### config.mk
export PLATFORM = sky130hd
export DESIGN_NAME = pong_game_engine
export DESIGN_NICKNAME = d
export VERILOG_FILES = /design/src/rtl/pong_game_engine.sv
export SDC_FILE = /design/constraint.sdc
export NUM_CORES = 1
export LEC_CHECK = 0
export BUFFER_PORTS_ARGS = -buffer_cell sky130_fd_sc_hd__buf_2
export CORE_UTILIZATION = 55
export DETAILED_ROUTE_END_ITERATION = 10
export PLACE_DENSITY_LB_ADDON = 0.08
export RECOVER_POWER = 25
export SETUP_SLACK_MARGIN = 0.1
export SLEW_MARGIN = 20
export SYNTH_ARGS = -nofsm -noshare
export SYNTH_HDL_FRONTEND = slang
export SYNTH_SLANG_ARGS = --single-unit
### constraint.sdc
create_clock -name clk -period 3.7 [get_ports clk]
set_input_delay 0.555 -clock clk [delete_from_list [all_inputs] [get_ports clk]]
set_output_delay 0.555 -clock clk [all_outputs]
set_load 0.005 [all_outputs]
### src/rtl/pong_game_engine.sv
// rtl/pong_game_engine.sv - Pong frame-rate game state: paddles, ball, collisions, score.
// Two-stage update per frame_tick: candidates at T+1, resolve and commit at T+2.
module pong_game_engine #(
   parameter int PADDLE_SPEED = 4,
   parameter int BALL_SPEED   = 2,
   parameter int WIN_SCORE    = 9,
   parameter int PAUSE_FRAMES = 60
) (
   input  logic       clk,
   input  logic       rst_n,
   input  logic       frame_tick,
   input  logic       btn_l_up,
   input  logic       btn_l_dn,
   input  logic       btn_r_up,
   input  logic       btn_r_dn,
   input  logic       serve,
   output logic [9:0] paddle_left_pos,
   output logic [9:0] paddle_right_pos,
   output logic [9:0] ball_pos_x,
   output logic [9:0] ball_pos_y,
   output logic [3:0] score_left,
   output logic [3:0] score_right,
   output logic [1:0] game_state,
   output logic       update_done
);

   localparam logic [1:0] ST_IDLE  = 2'd0;
   localparam logic [1:0] ST_PLAY  = 2'd1;
   localparam logic [1:0] ST_POINT = 2'd2;
   localparam logic [1:0] ST_OVER  = 2'd3;

   localparam logic [10:0] LP_PS   = 11'(PADDLE_SPEED);
   localparam logic [10:0] LP_BS   = 11'(BALL_SPEED);
   localparam logic [3:0]  LP_WIN  = 4'(WIN_SCORE);
   localparam logic [9:0]  LP_X0   = 10'd315;
   localparam logic [9:0]  LP_Y0   = 10'd235;
   localparam logic [9:0]  LP_PAD0 = 10'd215;
   localparam int          PCW     = (PAUSE_FRAMES > 1) ? $clog2(PAUSE_FRAMES) : 1;
   localparam logic [PCW-1:0] LP_PAUSE_LAST = PCW'(PAUSE_FRAMES - 1);
   localparam logic [PCW-1:0] LP_PAUSE_ONE  = PCW'(1);

   logic [1:0]     r_state;
   logic [9:0]     r_pl, r_pr, r_x, r_y;
   logic           r_dx, r_dy;
   logic [3:0]     r_sl, r_sr;
   logic [PCW-1:0] r_pause;
   logic           r_s1, r_s2, r_done;
   logic [9:0]     r_pl_nxt, r_pr_nxt;
   logic [10:0]    r_nx, r_ny;

   logic [10:0] w_x11, w_y11, w_nx, w_ny;
   logic [9:0]  w_x_res, w_y_res;
   logic        w_dx_res, w_dy_res, w_pt_l, w_pt_r, w_ov_l, w_ov_r, w_over_serve;
   logic [3:0]  w_sl_inc, w_sr_inc;

   function automatic logic [9:0] f_paddle(input logic [9:0] pos, input logic up, input logic dn);
      logic [10:0] sum;
      logic [10:0] dif;
      sum = {1'b0, pos} + LP_PS;
      dif = {1'b0, pos} - LP_PS;
      if (up && !dn)
         f_paddle = ({1'b0, pos} < LP_PS) ? 10'd0 : dif[9:0];
      else if (dn && !up)
         f_paddle = (sum > 11'd430) ? 10'd430 : sum[9:0];
      else
         f_paddle = pos;
   endfunction

   assign w_x11        = {1'b0, r_x};
   assign w_y11        = {1'b0, r_y};
   assign w_nx         = r_dx ? (w_x11 + LP_BS) : (w_x11 - LP_BS);
   assign w_ny         = r_dy ? (w_y11 + LP_BS) : (w_y11 - LP_BS);
   assign w_sl_inc     = r_sl + 4'd1;
   assign w_sr_inc     = r_sr + 4'd1;
   assign w_over_serve = serve && (r_state == ST_OVER);

   // Overlap is judged against this frame's post-move paddles.
   assign w_ov_l = (w_y11 + 11'd10 > {1'b0, r_pl_nxt}) && (w_y11 < {1'b0, r_pl_nxt} + 11'd50);
   assign w_ov_r = (w_y11 + 11'd10 > {1'b0, r_pr_nxt}) && (w_y11 < {1'b0, r_pr_nxt} + 11'd50);
   assign w_pt_r = !r_dx && (w_x11 < LP_BS);
   assign w_pt_l = r_dx && (r_nx > 11'd630);

   always_comb begin
      w_x_res  = r_nx[9:0];
      w_y_res  = r_ny[9:0];
      w_dx_res = r_dx;
      w_dy_res = r_dy;
      if (!r_dy && (w_y11 < LP_BS)) begin
         w_y_res  = 10'd0;
         w_dy_res = 1'b1;
      end else if (r_dy && (r_ny > 11'd470)) begin
         w_y_res  = 10'd470;
         w_dy_res = 1'b0;
      end
      if (!r_dx && (r_nx <= 11'd15) && (w_x11 >= 11'd16) && w_ov_l) begin
         w_x_res  = 10'd16;
         w_dx_res = 1'b1;
      end else if (r_dx && (r_nx >= 11'd611) && (w_x11 <= 11'd610) && w_ov_r) begin
         w_x_res  = 10'd610;
         w_dx_res = 1'b0;
      end
   end

   always_ff @(posedge clk or negedge rst_n) begin
      if (!rst_n) begin
         r_state  <= ST_IDLE;
         r_pl     <= LP_PAD0;
         r_pr     <= LP_PAD0;
         r_x      <= LP_X0;
         r_y      <= LP_Y0;
         r_dx     <= 1'b1;
         r_dy     <= 1'b1;
         r_sl     <= 4'd0;
         r_sr     <= 4'd0;
         r_pause  <= '0;
         r_s1     <= 1'b0;
         r_s2     <= 1'b0;
         r_done   <= 1'b0;
         r_pl_nxt <= LP_PAD0;
         r_pr_nxt <= LP_PAD0;
         r_nx     <= 11'd0;
         r_ny     <= 11'd0;
      end else begin
         r_s1   <= frame_tick && !r_s1 && !r_s2;
         // A restart out of OVER drops any candidates computed from frozen positions.
         r_s2   <= r_s1 && !w_over_serve;
         r_done <= r_s2;

         if (r_s1) begin
            r_pl_nxt <= f_paddle(r_pl, btn_l_up, btn_l_dn);
            r_pr_nxt <= f_paddle(r_pr, btn_r_up, btn_r_dn);
            r_nx     <= w_nx;
            r_ny     <= w_ny;
         end

         if (r_s2) begin
            if (r_state != ST_OVER) begin
               r_pl <= r_pl_nxt;
               r_pr <= r_pr_nxt;
            end
            if (r_state == ST_PLAY) begin
               if (w_pt_r) begin
                  r_sr    <= w_sr_inc;
                  r_x     <= LP_X0;
                  r_y     <= LP_Y0;
                  r_dx    <= 1'b0;
                  r_dy    <= 1'b1;
                  r_state <= (w_sr_inc == LP_WIN) ? ST_OVER : ST_POINT;
               end else if (w_pt_l) begin
                  r_sl    <= w_sl_inc;
                  r_x     <= LP_X0;
                  r_y     <= LP_Y0;
                  r_dx    <= 1'b1;
                  r_dy    <= 1'b1;
                  r_state <= (w_sl_inc == LP_WIN) ? ST_OVER : ST_POINT;
               end else begin
                  r_x  <= w_x_res;
                  r_y  <= w_y_res;
                  r_dx <= w_dx_res;
                  r_dy <= w_dy_res;
               end
            end else if (r_state == ST_POINT) begin
               if (r_pause == LP_PAUSE_LAST) begin
                  r_pause <= '0;
                  r_state <= ST_PLAY;
               end else begin
                  r_pause <= r_pause + LP_PAUSE_ONE;
               end
            end
         end

         if (serve && (r_state == ST_IDLE))
            r_state <= ST_PLAY;
         if (w_over_serve) begin
            r_sl    <= 4'd0;
            r_sr    <= 4'd0;
            r_x     <= LP_X0;
            r_y     <= LP_Y0;
            r_pl    <= LP_PAD0;
            r_pr    <= LP_PAD0;
            r_state <= ST_IDLE;
         end
      end
   end

   assign paddle_left_pos  = r_pl;
   assign paddle_right_pos = r_pr;
   assign ball_pos_x       = r_x;
   assign ball_pos_y       = r_y;
   assign score_left       = r_sl;
   assign score_right      = r_sr;
   assign game_state       = r_state;
   assign update_done      = r_done;

endmodule
==> results of run 1 <==
## power by group
part / leakage, nW / switching (mW) / total, mW / internal, mW
Sequential: 1.20 / 0.913 / 2.64 / 1.73
Clock: 0.155 / 0.467 / 1.01 / 0.542
Combinational: 2.08 / 2.09 / 3.81 / 1.72
## how the worst max path moves through the flow
stage	startpoint	slack, ps	cells after the start	end
6_report	r_pr_nxt[2]$_DFFE_PN1P_	480	12	ball_pos_x[1]$_DFFE_PN1P_
5_1_grt	r_pr_nxt[2]$_DFFE_PN1P_	240	12	ball_pos_x[1]$_DFFE_PN1P_
4_1_cts	r_pr_nxt[2]$_DFFE_PN1P_	520	12	ball_pos_x[1]$_DFFE_PN1P_
3_5_place_dp	r_pr_nxt[2]$_DFFE_PN1P_	510	12	ball_pos_x[1]$_DFFE_PN1P_
3_3_place_gp	r_pr_nxt[2]$_DFFE_PN1P_	640	12	ball_pos_x[1]$_DFFE_PN1P_
2_1_floorplan	ball_pos_y[3]$_DFFE_PN1P_	920	12	ball_pos_x[2]$_DFFE_PN0P_
## critical path, stage by stage, from the launching register on
cell and delay (ps):
dfstp_2 570, ha_1 200, a21oi_1 100, nand2_1 110, nand4_1 120, xnor2_1 150, ha_1 300, and3_1 210
a221oi_1 270, o21ai_0 230, a211oi_1 510, nor3_1 100, a221oi_1 270
## layer usage
layer / share of wire / vias to the layer above
met1: 0.45 / 3288
met5: 0 / -
met2: 0.47 / 241
met4: 0.029 / 0
li1: - / 3190
met3: 0.052 / 43
## stage by stage
step	hold slack (ps)	util	std cells
after floorplan	259	-	868
after CTS	309	0.612	1069
after global routing	470	0.612	1069
after detailed placement	497	0.588	1053
after global placement	482	0.588	1053
final	464	0.612	1069
## cell families (layout without fill, tap and decap cells)
| kind of cell | Yosys count | count (layout) | synth area share |
|---|---|---|---|
| adders and majority gates | 54 | 54 | 0.0899 |
| DFF | 103 | 103 | 0.349 |
| and+or+nand+nor | 329 | 329 | 0.220 |
| muxes | 26 | 26 | 0.0378 |
| xor gates and xnor gates | 51 | 51 | 0.0594 |
| AOI/OAI and AO/OA | 210 | 210 | 0.190 |
| buffers and inverters | 95 | 120 | 0.0531 |
## cell type report
cell class,count,area (µm²)
Multi-Input combinational cell,670,4490
Sequential cell,103,2630
Clock inverter,7,88.8
Timing Repair Buffer,64,332
Tap cell,176,220
Fill cell,1180,5160
Clock buffer,9,225
Inverter,40,150
## registers in the layout, summed over array words and instances, names as in the netlist, 4 cells and up
register,count
ball_pos_x,10
paddle_left_pos,10
score_right,4
r_pause,6
r_ny,11
r_pl_nxt,10
ball_pos_y,10
paddle_right_pos,10
r_nx,11
score_left,4
r_pr_nxt,10
## layout by cell type, fill, tap and decap left out, types with 4 or more instances in the layout
cell type / count
and3_1: 11
buf_4: 5
a21o_1: 5
and2_1: 5
o31a_1: 4
dfstp_2: 38
inv_1: 39
o22a_1: 4
o211ai_1: 14
mux2i_1: 7
nor4_1: 8
o21ai_0: 46
nand4_1: 14
o22ai_1: 11
buf_2: 57
o21a_1: 5
nand2b_1: 11
nand3b_1: 6
nor4b_1: 4
nor2_1: 69
nand2_1: 105
o221ai_1: 4
o31ai_1: 4
xnor2_1: 37
mux2_2: 19
nor2b_1: 8
dfrtp_1: 65
xor2_1: 14
nor3_1: 28
a22oi_1: 4
a211oi_1: 6
nand3_1: 31
ha_1: 54
o21ai_1: 4
a32oi_1: 9
clkbuf_16: 9
a21oi_1: 40
a31oi_1: 8
==> results.ini, run 1 <==
[outcome]
status=finished with violations
violations=capacitance limit, slew limit

[yosys]
synth_ff_type=dfrtp_1
synth_edf_count=0
synth_area_leader_cell=dfrtp_1
ys_warn_count=0
ys_types=82
yosysSeqAreaShare=0.349
synth_top_area_frac=0.216
async_reset_ff_frac=1.00
syn_area_um2=7510
syn_nets=930
yosys_register_bits=103
ys_top_cells_by_count=105 x nand2_1, 69 x nor2_1, 65 x dfrtp_1
syn_area_per_cell_um2=8.66
ys_top_cells_by_area=dfrtp_1 22%, dfstp_2 13%, ha_1 9.0%, nand2_1 5.2%, xnor2_1 4.3%
yosysMostFrequentCell=nand2_1
synth_cells=868

[setup_path]
reg2reg_slack_ps=480
crit_path_end_kind=flip-flop
reg2reg_to=ball_pos_x[1]$_DFFE_PN1P_
reg2reg_from=r_pr_nxt[2]$_DFFE_PN1P_
cp_max_fo=5
path_class=flip-flop to flip-flop
worstPathArrival_ps=3490
start_kind=flip-flop
required_ps=3960
r2r_cells=12

[clock_network]
tritoncts=yes
cts_resized=0
clockBufferDepth=2
clk_latency_ps=360
root_buffer=clkbuf_16
hold_buffers=0
cts.sinks=103
htree_num_levels=3
cts_buffers=9
postCtsSetupRepairBufs=0
clk_pin_slew_ps=80

[worst_hold_path]
worstHoldStart=frame_tick
hold_path_end=r_s1$_DFF_PN0_
min_path_type=primary input to flip-flop
hold_depth=2

[global_route]
grt_antenna_before_repair=0
use_met2=0.481
track_usage=0.299
busiest_layer=met2
grt_pass1_vias=6413
grt_pass1_wl_mm=33.2
use_met1=0.406
grtUsageMet3=0.0455
grt_max_degree=64
grt-ovfl-total=0

[timing]
grt_setup_unrepaired=false
fin_crit_sh=0.871
finalHoldViolations=0
drv_slew=64
finClkSkew_ps=12.2
slew-limit-headroom=-0.0618
setup_viol=0
fmax_mhz=310
worst_pin_slew_ps=1590
setup_tns_ps=0
worst_slack_ps=476
period_minus_slack_ps=3220

[place]
pre_cts_slack_ps=508
postPlaceCellArea_um2=7820
hpwl_mm=14.7
io_buffers=58
gp_congestion=0.970

[finish]
antenna_cells=0
fin_nets=950
stdcell_area_um2=8130
syn2layout_area_growth_pct=8.21
drive_above_1_share=0.174

[route]
post_drt_wl_per_cell_um=18.8
wirelength_mm=20.1
remaining_drc_errors=0
vias_per_cell=6.33
num_vias=6762
dr.pass1.iters=7
drt_iter0_markers=629
drtAntennaViolNets=0

[die]
die_w_um=119
core_um2=13300
row_count=42
dieArea_um2=14100
start_util=0.565
die_h_um=119
io_pins=59

[power]
p_leak_nw=3.43
p_per_area_nw_per_um2=918
peakVddDrop_uv=386
total_power_mw=7.47

[run]
maxCapViolations=1

Note: power is estimated with default switching activity, not from simulation.
==> run 2, diff against run 1 <==
--- a/config.mk
+++ b/config.mk
@@ -6,7 +6,7 @@
 export NUM_CORES = 1
 export LEC_CHECK = 0
 export BUFFER_PORTS_ARGS = -buffer_cell sky130_fd_sc_hd__buf_2
-export CORE_UTILIZATION = 55
+export CORE_UTILIZATION = 61
 export DETAILED_ROUTE_END_ITERATION = 10
 export PLACE_DENSITY_LB_ADDON = 0.08
 export RECOVER_POWER = 25
==> results.ini, run 2 (synthesized netlist as in run 1, its figures left out) <==
[outcome]
status=finished with violations
violations=capacitance limit, slew limit

[clock_network]
clockBufferDepth=2  ; unchanged
postCtsSetupRepairBufs=0  ; unchanged
tritoncts=yes
clk_pin_slew_ps=70  ; about the same
cts_buffers=9  ; unchanged
cts.sinks=103  ; unchanged
cts_resized=0  ; unchanged
hold_buffers=0  ; unchanged
root_buffer=clkbuf_16
clk_latency_ps=350  ; about the same
htree_num_levels=3  ; unchanged

[route]
drtAntennaViolNets=0  ; unchanged
vias_per_cell=6.52  ; +3.1%
post_drt_wl_per_cell_um=18.4  ; -2.0%
dr.pass1.iters=5  ; -2
wirelength_mm=19.2  ; -4.7%
remaining_drc_errors=0  ; unchanged
drt_iter0_markers=580  ; -7.8%
num_vias=6780  ; +0.27%

[global_route]
grt_pass1_vias=6303  ; -1.7%
grt_pass1_wl_mm=32.0  ; -3.7%
grt_antenna_before_repair=0  ; unchanged
use_met2=0.503  ; +0.0219
grtUsageMet3=0.0316  ; -0.0139
use_met1=0.446  ; +0.0402
grt-ovfl-total=0  ; unchanged
grt_max_degree=104  ; +63%
busiest_layer=met2
track_usage=0.318  ; +0.0191

[setup_path]
worstPathArrival_ps=3430  ; -60 ps
r2r_cells=12  ; unchanged
cp-startpoint=r_pr_nxt[2]$_DFFE_PN1P_
start_kind=flip-flop
crit_path_end_kind=flip-flop
slowest_stage=dfstp_2
reg2reg_slack_ps=520  ; +50 ps
cp_max_fo=5  ; unchanged
path_class=flip-flop to flip-flop
reg2reg_from=r_pr_nxt[2]$_DFFE_PN1P_
reg2reg_to=ball_pos_x[1]$_DFFE_PN1P_
max_stage_delay_ps=570  ; about the same
critPathCapture=ball_pos_x[1]$_DFFE_PN1P_
path_cells=ha_1, a21oi_1, nand2_1, nand4_1, xnor2_1, ha_1, and3_1, a221oi_1, o21ai_0, a211oi_1, nor3_1, a221oi_1
required_ps=3960  ; about the same

[timing]
fmax_mhz=315  ; +1.5%
setup_viol=0  ; unchanged
slew-limit-headroom=-0.651  ; -0.590
finalHoldViolations=0  ; unchanged
period_minus_slack_ps=3180  ; -47.2 ps
finClkSkew_ps=7.40  ; -4.76 ps
setup_tns_ps=0  ; unchanged
drv_slew=104  ; +63%
fin_crit_sh=0.859  ; -0.0128
hold_slack_ps=468  ; +4.86 ps
worst_pin_slew_ps=2480  ; +884 ps
grt_setup_unrepaired=false

[power]
p_sw_mw=3.38  ; -2.6%
p_seq_frac=0.358  ; +0.004
p_per_area_nw_per_um2=911  ; -0.74%
p_leak_nw=3.43  ; about the same
switching_share=0.459  ; -0.00568
peakVddDrop_uv=456  ; +18%
p_int_mw=3.98  ; -0.31%
combinationalPowerShare=0.516  ; +0.005
total_power_mw=7.36  ; -1.4%
clkPwrFrac=0.127  ; -0.008

[finish]
reg.largest.list=r_nx: 11 flops, r_ny: 11 flops
drive_above_1_share=0.175  ; +0.00112
multi_input_area_um2=4490  ; unchanged
fin_nets=950  ; unchanged
mostFrequentLayoutCells=105 x nand2_1, 69 x nor2_1, 65 x dfrtp_1
antenna_cells=0  ; unchanged
seqCellArea_um2=2630  ; unchanged
final_core_util=0.673  ; +0.0611
instances_no_fill=1040  ; -2.7%
fillers=1019  ; -14%
final_common_cell=nand2_1
syn2layout_area_growth_pct=7.53

[place]
hpwl_mm=14.2  ; -3.7%
place_inst=1024  ; -2.8%
io_buffers=58  ; unchanged
gp_congestion=0.884  ; -8.9%

[die]
io_pins=59  ; unchanged
row_count=40  ; -4.8%
die_w_um=113  ; -5.0%
start_util=0.626  ; +0.0604
die_h_um=113  ; -5.0%
dieArea_um2=12800  ; -9.7%
core_um2=12000  ; -9.7%

[run]
maxCapViolations=1  ; unchanged

[worst_hold_path]
min_path_type=primary input to flip-flop

run 2: changes by cell type in the layout (fill, tap and decap cells not counted), sizes merged:
cell    change
inv         -4
clkinv      +1
bufinv      -1
clkbuf      +4
run 2: worst min-delay path by stage:
stage | start | endpoint | cells after the start
6_report | frame_tick | r_s1$_DFF_PN0_ | 2
5_1_grt | frame_tick | r_s1$_DFF_PN0_ | 2
4_1_cts | rst_n | paddle_right_pos[3]$_DFFE_PN0P_ | 2
3_5_place_dp | paddle_left_pos[0]$_DFFE_PN1P_ | r_pl_nxt[0]$_DFFE_PN1P_ | 2
3_3_place_gp | paddle_left_pos[0]$_DFFE_PN1P_ | r_pl_nxt[0]$_DFFE_PN1P_ | 2
2_1_floorplan | rst_n | ball_pos_x[2]$_DFFE_PN0P_ | 0
run 2: critical path, delay by kind of cell, from the launching register on:
kind	cells	cell delay, ps
AOI/OAI and AO/OA	5	1340
DFF	1	570
and+or+nand+nor	4	520
adders and majority gates	2	460
xor gates and xnor gates	1	180
run 2: cell type report:
cell class / count / share of cell area
Multi-Input combinational cell: 670 / 0.556
Sequential cell: 103 / 0.325
Timing Repair Buffer: 64 / 0.0415
Clock buffer: 13 / 0.0347
Tap cell: 147 / 0.0228
Inverter: 40 / 0.0186
Clock inverter: 3 / 0.00186
run 2: stage by stage:
step | setup WS [ps] | instance area (µm²)
2_1_floorplan | 917 | 7510
3_3_place_gp | 590 | 7800
3_5_place_dp | 540 | 7800
4_1_cts | 540 | 8100
5_1_grt | 317 | 8080
6_report | 523 | 8080
run 2: routing by layer:
layer / vias up / wire length, µm / part of all wire
met5: - / 0 / 0
met4: 0 / 592 / 0.031
met3: 45 / 1020 / 0.053
met2: 246 / 8970 / 0.47
met1: 3307 / 8600 / 0.45
li1: 3182 / - / -
run 2: power by group through the flow:
stage | Combinational [mW] | Clock (mW) | Sequential (mW)
2_1_floorplan | 3.12 | 0 | 2.13
3_3_place_gp | 3.63 | 0 | 2.58
3_5_place_dp | 3.75 | 0 | 2.61
4_1_cts | 3.78 | 0.945 | 2.60
5_1_grt | 4.25 | 0.986 | 2.72
6_report | 3.80 | 0.934 | 2.63
